## src/rtl/alu_sched.sv

```systemverilog
`default_nettype none
// ============================================================================
// Module   : alu_sched
// Purpose  : Two-requester round-robin scheduler in front of a shared ALU.
//            Captures one operation, runs it on the ALU (single-cycle or
//            MUL_LAT-cycle multiply), returns a one-cycle response pulse to
//            the granted requester and maintains architectural HI/LO.
// Revision : 1.0 - initial release
// ============================================================================
module alu_sched #(
  parameter int MUL_LAT = 3
) (
  input  logic        clk,
  input  logic        rst_n,
  input  logic        req0_valid,
  output logic        req0_ready,
  input  logic [3:0]  req0_op,
  input  logic [31:0] req0_a,
  input  logic [31:0] req0_b,
  input  logic [7:0]  req0_shamt,
  input  logic        req1_valid,
  output logic        req1_ready,
  input  logic [3:0]  req1_op,
  input  logic [31:0] req1_a,
  input  logic [31:0] req1_b,
  input  logic [7:0]  req1_shamt,
  output logic        rsp0_valid,
  output logic [31:0] rsp0_lo,
  output logic        rsp0_zero,
  output logic        rsp1_valid,
  output logic [31:0] rsp1_lo,
  output logic        rsp1_zero,
  output logic [3:0]  alu_op,
  output logic [31:0] alu_a,
  output logic [31:0] alu_b,
  output logic [7:0]  alu_shamt,
  input  logic [31:0] alu_hi,
  input  logic [31:0] alu_lo,
  input  logic        alu_zero,
  output logic [31:0] hi_q,
  output logic [31:0] lo_q,
  output logic        busy
);

  localparam logic [1:0] S_IDLE = 2'd0;
  localparam logic [1:0] S_EXEC = 2'd1;
  localparam logic [1:0] S_RESP = 2'd2;

  localparam logic [3:0] MUL_LOAD = 4'(MUL_LAT - 1);

  logic [1:0]  state;
  logic [1:0]  state_nxt;
  logic        last_grant;
  logic        gid;
  logic [3:0]  op_q;
  logic [31:0] a_q;
  logic [31:0] b_q;
  logic [7:0]  shamt_q;
  logic [3:0]  cnt;
  logic [31:0] res_lo;
  logic        res_zero;

  logic any_valid;
  logic grant_sel;
  logic handshake;
  logic is_mul;
  logic exec_done;

  // Round-robin pick: a lone requester wins; on contention the one not served last wins.
  always_comb begin
    any_valid = req0_valid | req1_valid;
    if (req0_valid && req1_valid) grant_sel = ~last_grant;
    else                          grant_sel = req1_valid;
    handshake = (state == S_IDLE) && any_valid;
    is_mul    = (op_q[3:1] == 3'b011);
    exec_done = (state == S_EXEC) && (!is_mul || (cnt == 4'd0));
  end

  // State register.
  always_ff @(posedge clk or negedge rst_n) begin
    if (!rst_n) state <= S_IDLE;
    else        state <= state_nxt;
  end

  // Next-state logic: IDLE -> EXEC on grant, EXEC -> RESP when the ALU result is final.
  always_comb begin
    state_nxt = state;
    case (state)
      S_IDLE:  if (any_valid) state_nxt = S_EXEC;
      S_EXEC:  if (exec_done) state_nxt = S_RESP;
      S_RESP:  state_nxt = S_IDLE;
      default: state_nxt = S_IDLE;
    endcase
  end

  // Output decode: ready only in IDLE for the winner, response pulse only in RESP.
  always_comb begin
    req0_ready = 1'b0;
    req1_ready = 1'b0;
    rsp0_valid = 1'b0;
    rsp1_valid = 1'b0;
    busy       = (state != S_IDLE);
    if (state == S_IDLE && any_valid) begin
      req0_ready = ~grant_sel;
      req1_ready = grant_sel;
    end
    if (state == S_RESP) begin
      rsp0_valid = ~gid;
      rsp1_valid = gid;
    end
  end

  // Operand capture, multiply countdown, result and HI/LO registers.
  always_ff @(posedge clk or negedge rst_n) begin
    if (!rst_n) begin
      last_grant <= 1'b1;
      gid        <= 1'b0;
      op_q       <= 4'd0;
      a_q        <= 32'd0;
      b_q        <= 32'd0;
      shamt_q    <= 8'd0;
      cnt        <= 4'd0;
      res_lo     <= 32'd0;
      res_zero   <= 1'b0;
      hi_q       <= 32'd0;
      lo_q       <= 32'd0;
    end else begin
      if (handshake) begin
        gid        <= grant_sel;
        last_grant <= grant_sel;
        op_q       <= grant_sel ? req1_op    : req0_op;
        a_q        <= grant_sel ? req1_a     : req0_a;
        b_q        <= grant_sel ? req1_b     : req0_b;
        shamt_q    <= grant_sel ? req1_shamt : req0_shamt;
        cnt        <= MUL_LOAD;
      end
      if (state == S_EXEC) begin
        if (exec_done) begin
          res_lo   <= alu_lo;
          res_zero <= alu_zero;
          if (is_mul) begin
            hi_q <= alu_hi;
            lo_q <= alu_lo;
          end
        end else begin
          cnt <= cnt - 4'd1;
        end
      end
    end
  end

  // The ALU always sees the captured operands; results are shared by both requesters.
  always_comb begin
    alu_op    = op_q;
    alu_a     = a_q;
    alu_b     = b_q;
    alu_shamt = shamt_q;
    rsp0_lo   = res_lo;
    rsp0_zero = res_zero;
    rsp1_lo   = res_lo;
    rsp1_zero = res_zero;
  end

endmodule
`default_nettype wire

```

## config.mk

```make
export PLATFORM = sky130hd
export DESIGN_NAME = alu_sched
export DESIGN_NICKNAME = d
export VERILOG_FILES = /design/src/rtl/alu_sched.sv
export SDC_FILE = /design/constraint.sdc
export NUM_CORES = 1
export LEC_CHECK = 0
export CAP_MARGIN = 20
export CORE_AREA = 5 5 166 168
export CTS_CLUSTER_SIZE = 20
export DETAILED_ROUTE_END_ITERATION = 10
export DIE_AREA = 0 0 171 173
export PLACE_DENSITY = 0.75
export SLEW_MARGIN = 20
export SYNTH_ARGS = -nofsm -noshare
export SYNTH_HDL_FRONTEND = slang
export SYNTH_SLANG_ARGS = --single-unit
export TNS_END_PERCENT = 5
```

## constraint.sdc

```tcl
create_clock -name clk -period 6.2 [get_ports clk]
set_input_delay 1.55 -clock clk [delete_from_list [all_inputs] [get_ports clk]]
set_output_delay 1.55 -clock clk [all_outputs]
set_load 0.1 [all_outputs]
```

==> results of run 1 <==
-- final timing paths --
path,start,endpoint,slack [ps],depth (start not counted)
setup / recovery,req1_valid,req1_ready,1610,4
hold / removal,lo_q[0],lo_q[0],500,1
setup reg to reg,cnt[0],lo_q[12],3300,7
hold reg to reg,lo_q[0],lo_q[0],500,1
max in group asynchronous,rst_n,lo_q[20],4050,2
min in group asynchronous,rst_n,alu_shamt[2],1130,1
-- worst max-delay path, stage by stage --
cell and delay (ps):
clkdlybuf4s50_1 560, nand2_1 120, a21oi_4 420, buf_4 380
-- cells in the mapped netlist (2+ instances only) --
master / count / area [um2]
a21o_1: 2 / 15.0
a21oi_1: 2 / 10.0
nand3_1: 2 / 10.0
inv_1: 3 / 11.3
buf_6: 6 / 67.6
dfrtp_1: 180 / 4500
and3_1: 2 / 12.5
and2_0: 20 / 125
clkbuf_1: 23 / 86.3
buf_4: 33 / 248
mux2i_1: 2 / 20.0
buf_2: 5 / 25.0
mux2_2: 97 / 1090
and3b_1: 2 / 17.5
and2_1: 56 / 350
o21ai_0: 2 / 10.0
nand2_1: 5 / 18.8
a221o_1: 76 / 761
-- cells by family after synthesis --
family	synth area share [%]
AOI/OAI and AO/OA	11.0
adders and majority gates	0.167
buffers and inverters	5.84
DFF	60.4
muxes	14.8
and+or+nand+nor	7.82
-- final cells by class --
type / instances / area [um2]
sequential: 181 / 4530
fill: 2282 / 13300
inverter: 3 / 11.3
tap: 335 / 419
clock buffer: 19 / 433
clock inverter: 13 / 143
antenna: 1 / 2.50
timing repair buffer: 436 / 4360
multi-input combinational: 278 / 2560
-- through the flow --
step,worst slack [ps],hold slack (ps),cell area [um2],util [%]
after floorplan,1720,450,7500,-
after global placement,1590,476,11900,46.1
after detailed placement,1570,492,11900,46.1
after CTS,1570,507,12500,48.4
after global routing,1520,520,12500,48.4
final,1610,505,12500,48.4
-- sequential cells by signal, indices dropped and copies added, names as in the netlist, 4 cells and up --
signal     cells
alu_a         32
alu_b         32
alu_op         4
alu_shamt      8
cnt            4
hi_q          32
lo_q          32
rsp0_lo       32
-- routing by layer --
layer,wire length (um),global-route usage (%)
met4,245,3.83
met5,12,0
met1,9850,19.6
met3,2480,5.96
met2,12700,28.8
==> flow_summary.json, run 1 <==
{
  "status": "completed",
  "io_buffers": 431,
  "nNetsFinal": 1139,
  "cts-buffers-inserted": 17,
  "yosys.cell_types.count": 29,
  "cts_tree": "yes",
  "cts_max_path_buffers": 2,
  "ant_nets": 0,
  "grt_pass1_wl_mm": 38.3,
  "finalCriticalPeriod_ps": 4590,
  "synth_edf_count": 0,
  "ys_async_sr_fraction_pct": 100,
  "via_per_inst": 4.66,
  "place_inst": 1233,
  "worstPathMaxFanout": 13,
  "setup_violations": 0,
  "postCtsSetupBuffers": 0,
  "rsz0062_at_grt": "false",
  "cap_violations": 0,
  "cts_sinks": 181,
  "drc_errors": 0,
  "synth_area_per_cell_um2": 14.2,
  "die-area_um2": 29600,
  "ys.flop_type": "dfrtp_1",
  "avgRoutedWirePerCell_um": 20.0,
  "syn_inst": 529,
  "synth_seq_area_share_pct": 60.4,
  "final_common_cell": "clkdlybuf4s50_1",
  "start_util_pct": 29.1,
  "drive_gt1_share_pct": 15.3,
  "holdBufCountCts": 0,
  "drt_pre_antenna_iters": 4,
  "instances_no_fill": 1266,
  "netlist_area_um2": 7500,
  "routed_wl_mm": 25.3,
  "htree_levels": 4,
  "drtIter0Drc": 267,
  "ioPinCount": 432,
  "worstPathRequired_ps": 4650,
  "core-area_um2": 25800,
  "synth-seq-cells": 181,
  "worstMarginPinSlew_ps": 1060,
  "die_y_um": 173,
  "ctsResizeCount": 0,
  "vias": 5894,
  "finalHoldViolCount": 0,
  "die_x_um": 171,
  "slew_viol_final": 0,
  "timing_worst_setup_path_type": "primary input to output port",
  "area_delta_synth_final_pct": 66.1,
  "clockRootBuffer": "clkbuf_16",
  "endpoint_kind": "output port",
  "relSlewSlack_pct": 28.9,
  "grt_pass1_vias": 6405,
  "period_share_pct": 74.0,
  "yosysWarnings": 0,
  "clk_latency_ps": 420,
  "grt_overflow_total": 0,
  "antenna_found_initial": 2,
  "grt_usage_pct": 16.6,
  "gp_congestion": 0.774,
  "startpoint_type": "primary input",
  "worstPathArrival_ps": 3040,
  "dp_hpwl_mm": 19.2,
  "mostFrequentLayoutCells": "clkdlybuf4s50_1, dfrtp_1, mux2_2",
  "worstHoldPathType": "register to register",
  "path_clk_slew_ps": 60,
  "setup-tns-final_ps": 0,
  "fp-row-count": 59,
  "grt_max_degree": 107,
  "fin_worst_skew_ps": 13.9,
  "timing.fmax_mhz": 218,
  "syn_nets": 751
}
Power of run 1 is left out: the tool's default activity adds up to more than one toggle a clock period on the data nets, which glitch-free logic cannot reach.
==> inputs of run 2 (changes only) <==
==> constraint.sdc (replaced) <==
create_clock -name clk -period 4.48 [get_ports clk]
set_input_delay 1.12 -clock clk [delete_from_list [all_inputs] [get_ports clk]]
set_output_delay 1.12 -clock clk [all_outputs]
set_load 0.1 [all_outputs]
==> run 2 against run 1 <==
Compared with the run above: sequential share of layout area is 0.17 points lower; routed wire length increased by 0.32%; die area unchanged; cell count increased by 0.47%; non-clock buffer count up 4.
==> flow_summary.json, run 2 (synthesis gave the netlist of run 1 again) <==
{
  "period_share_pct": 76.3,
  "path_clk_slew_ps": 70,
  "worstPathArrival_ps": 2300,
  "slew_viol_final": 0,
  "cts_max_path_buffers": 2,
  "worstPathRequired_ps": 3360,
  "final_common_cell": "clkdlybuf4s50_1",
  "timing_worst_setup_path_type": "primary input to output port",
  "grt_max_degree": 83,
  "ctsResizeCount": 0,
  "cap_violations": 0,
  "mostFrequentLayoutCells": "clkdlybuf4s50_1, dfrtp_1, mux2_2",
  "place_inst": 1237,
  "ioPinCount": 432,
  "fin_worst_skew_ps": 22.6,
  "status": "completed",
  "die_y_um": 173,
  "final_core_util_pct": 48.6,
  "io_buffers": 431,
  "die-area_um2": 29600,
  "clk_latency_ps": 430,
  "min_to": "cnt[3]",
  "reg2reg_setup_slack_ps": 1560,
  "grt_use_met3_pct": 6.69,
  "cts_tree": "yes",
  "worstHoldPathCells": 1,
  "finalHoldViolCount": 0,
  "start_util_pct": 29.1,
  "drive_gt1_share_pct": 15.7,
  "finalCriticalPeriod_ps": 3420,
  "area_delta_synth_final_pct": 66.8,
  "htree_levels": 4,
  "r2r-end": "lo_q[24]",
  "holdBufCountCts": 0,
  "worstMarginPinSlew_ps": 1060,
  "grt_overflow_total": 0,
  "drtIter0Drc": 235,
  "startpoint_type": "primary input",
  "setup-tns-final_ps": 0,
  "endpoint_kind": "output port",
  "ff2ff_path_depth": 7,
  "top_usage_layer": "met2",
  "vias": 5850,
  "worstHoldPathType": "register to register",
  "antenna_found_initial": 4,
  "drt_pre_antenna_iters": 4,
  "routed_wl_mm": 25.4,
  "cts-buffers-inserted": 17,
  "ant_nets": 0,
  "core-area_um2": 25800,
  "timing.fmax_mhz": 293,
  "rsz0062_at_grt": "false",
  "gp_congestion": 0.787,
  "setup_violations": 0,
  "grt_pass1_vias": 6389,
  "grt_pass1_wl_mm": 38.1,
  "postCtsSetupBuffers": 0,
  "hold_start": "cnt[3]",
  "grt_util_met2_pct": 28.7,
  "avgRoutedWirePerCell_um": 20.0,
  "instances_no_fill": 1272,
  "drc_errors": 0,
  "cts_sinks": 181,
  "fp-row-count": 59,
  "via_per_inst": 4.60,
  "grtUsageMet1_pct": 19.1,
  "grt_usage_pct": 16.5,
  "placement.cell_area_um2": 11900,
  "die_x_um": 171,
  "dp_hpwl_mm": 19.3,
  "nNetsFinal": 1143,
  "final_area_um2": 12500,
  "clockRootBuffer": "clkbuf_16",
  "worstPathMaxFanout": 3,
  "relSlewSlack_pct": 28.8,
  "rr_startpoint": "cnt[0]"
}
[run 2: cell types whose count changed in the layout (fill, tap and decap cells not counted), moves of 2 or more]
cell / previous run / this run
buf_12: 1 / 3
clkinvlp_4: 4 / 1
inv_6: 1 / 4
diode_2: 1 / 3
buf_4: 6 / 8
[run 2: critical path, stage by stage]
cell and delay, ps:
clkdlybuf4s50_1 610, nand2b_1 110, and3_2 270, buf_12 180
[run 2: cell type report]
type                       instances  area, um2
inverter                           3       11.3
tap                              335        419
timing repair buffer             440       4420
sequential                       181       4530
fill                            2294      13200
multi-input combinational        278       2560
antenna                            3       7.51
clock buffer                      19        443
clock inverter                    13        130
[run 2: worst max-delay path by stage]
| stage | start | endpoint | slack, ps | cells past startpoint |
|---|---|---|---|---|
| 4_1_cts | req1_valid | req1_ready | 1000 | 4 |
| 5_1_grt | req1_valid | req1_ready | 980 | 4 |
| 3_5_place_dp | req1_valid | req1_ready | 1010 | 4 |
| 3_3_place_gp | req1_valid | req1_ready | 980 | 4 |
| 2_1_floorplan | state[0] | rsp0_valid | 760 | 1 |
| 6_report | req1_valid | req0_ready | 1060 | 4 |
[run 2: routing by layer]
layer	share of wire, %	routed length [um]
met4	1.1	290
met1	38	9710
met5	0.047	12
met3	11	2710
met2	50	12700
[run 2: metrics by stage]
stage | hold slack [ps] | worst slack, ps
after detailed placement | 480 | 1010
after global placement | 472 | 983
final | 494 | 1060
after CTS | 494 | 1000
after floorplan | 450 | 762
after global routing | 511 | 975
Power of run 2 is left out for the same reason.
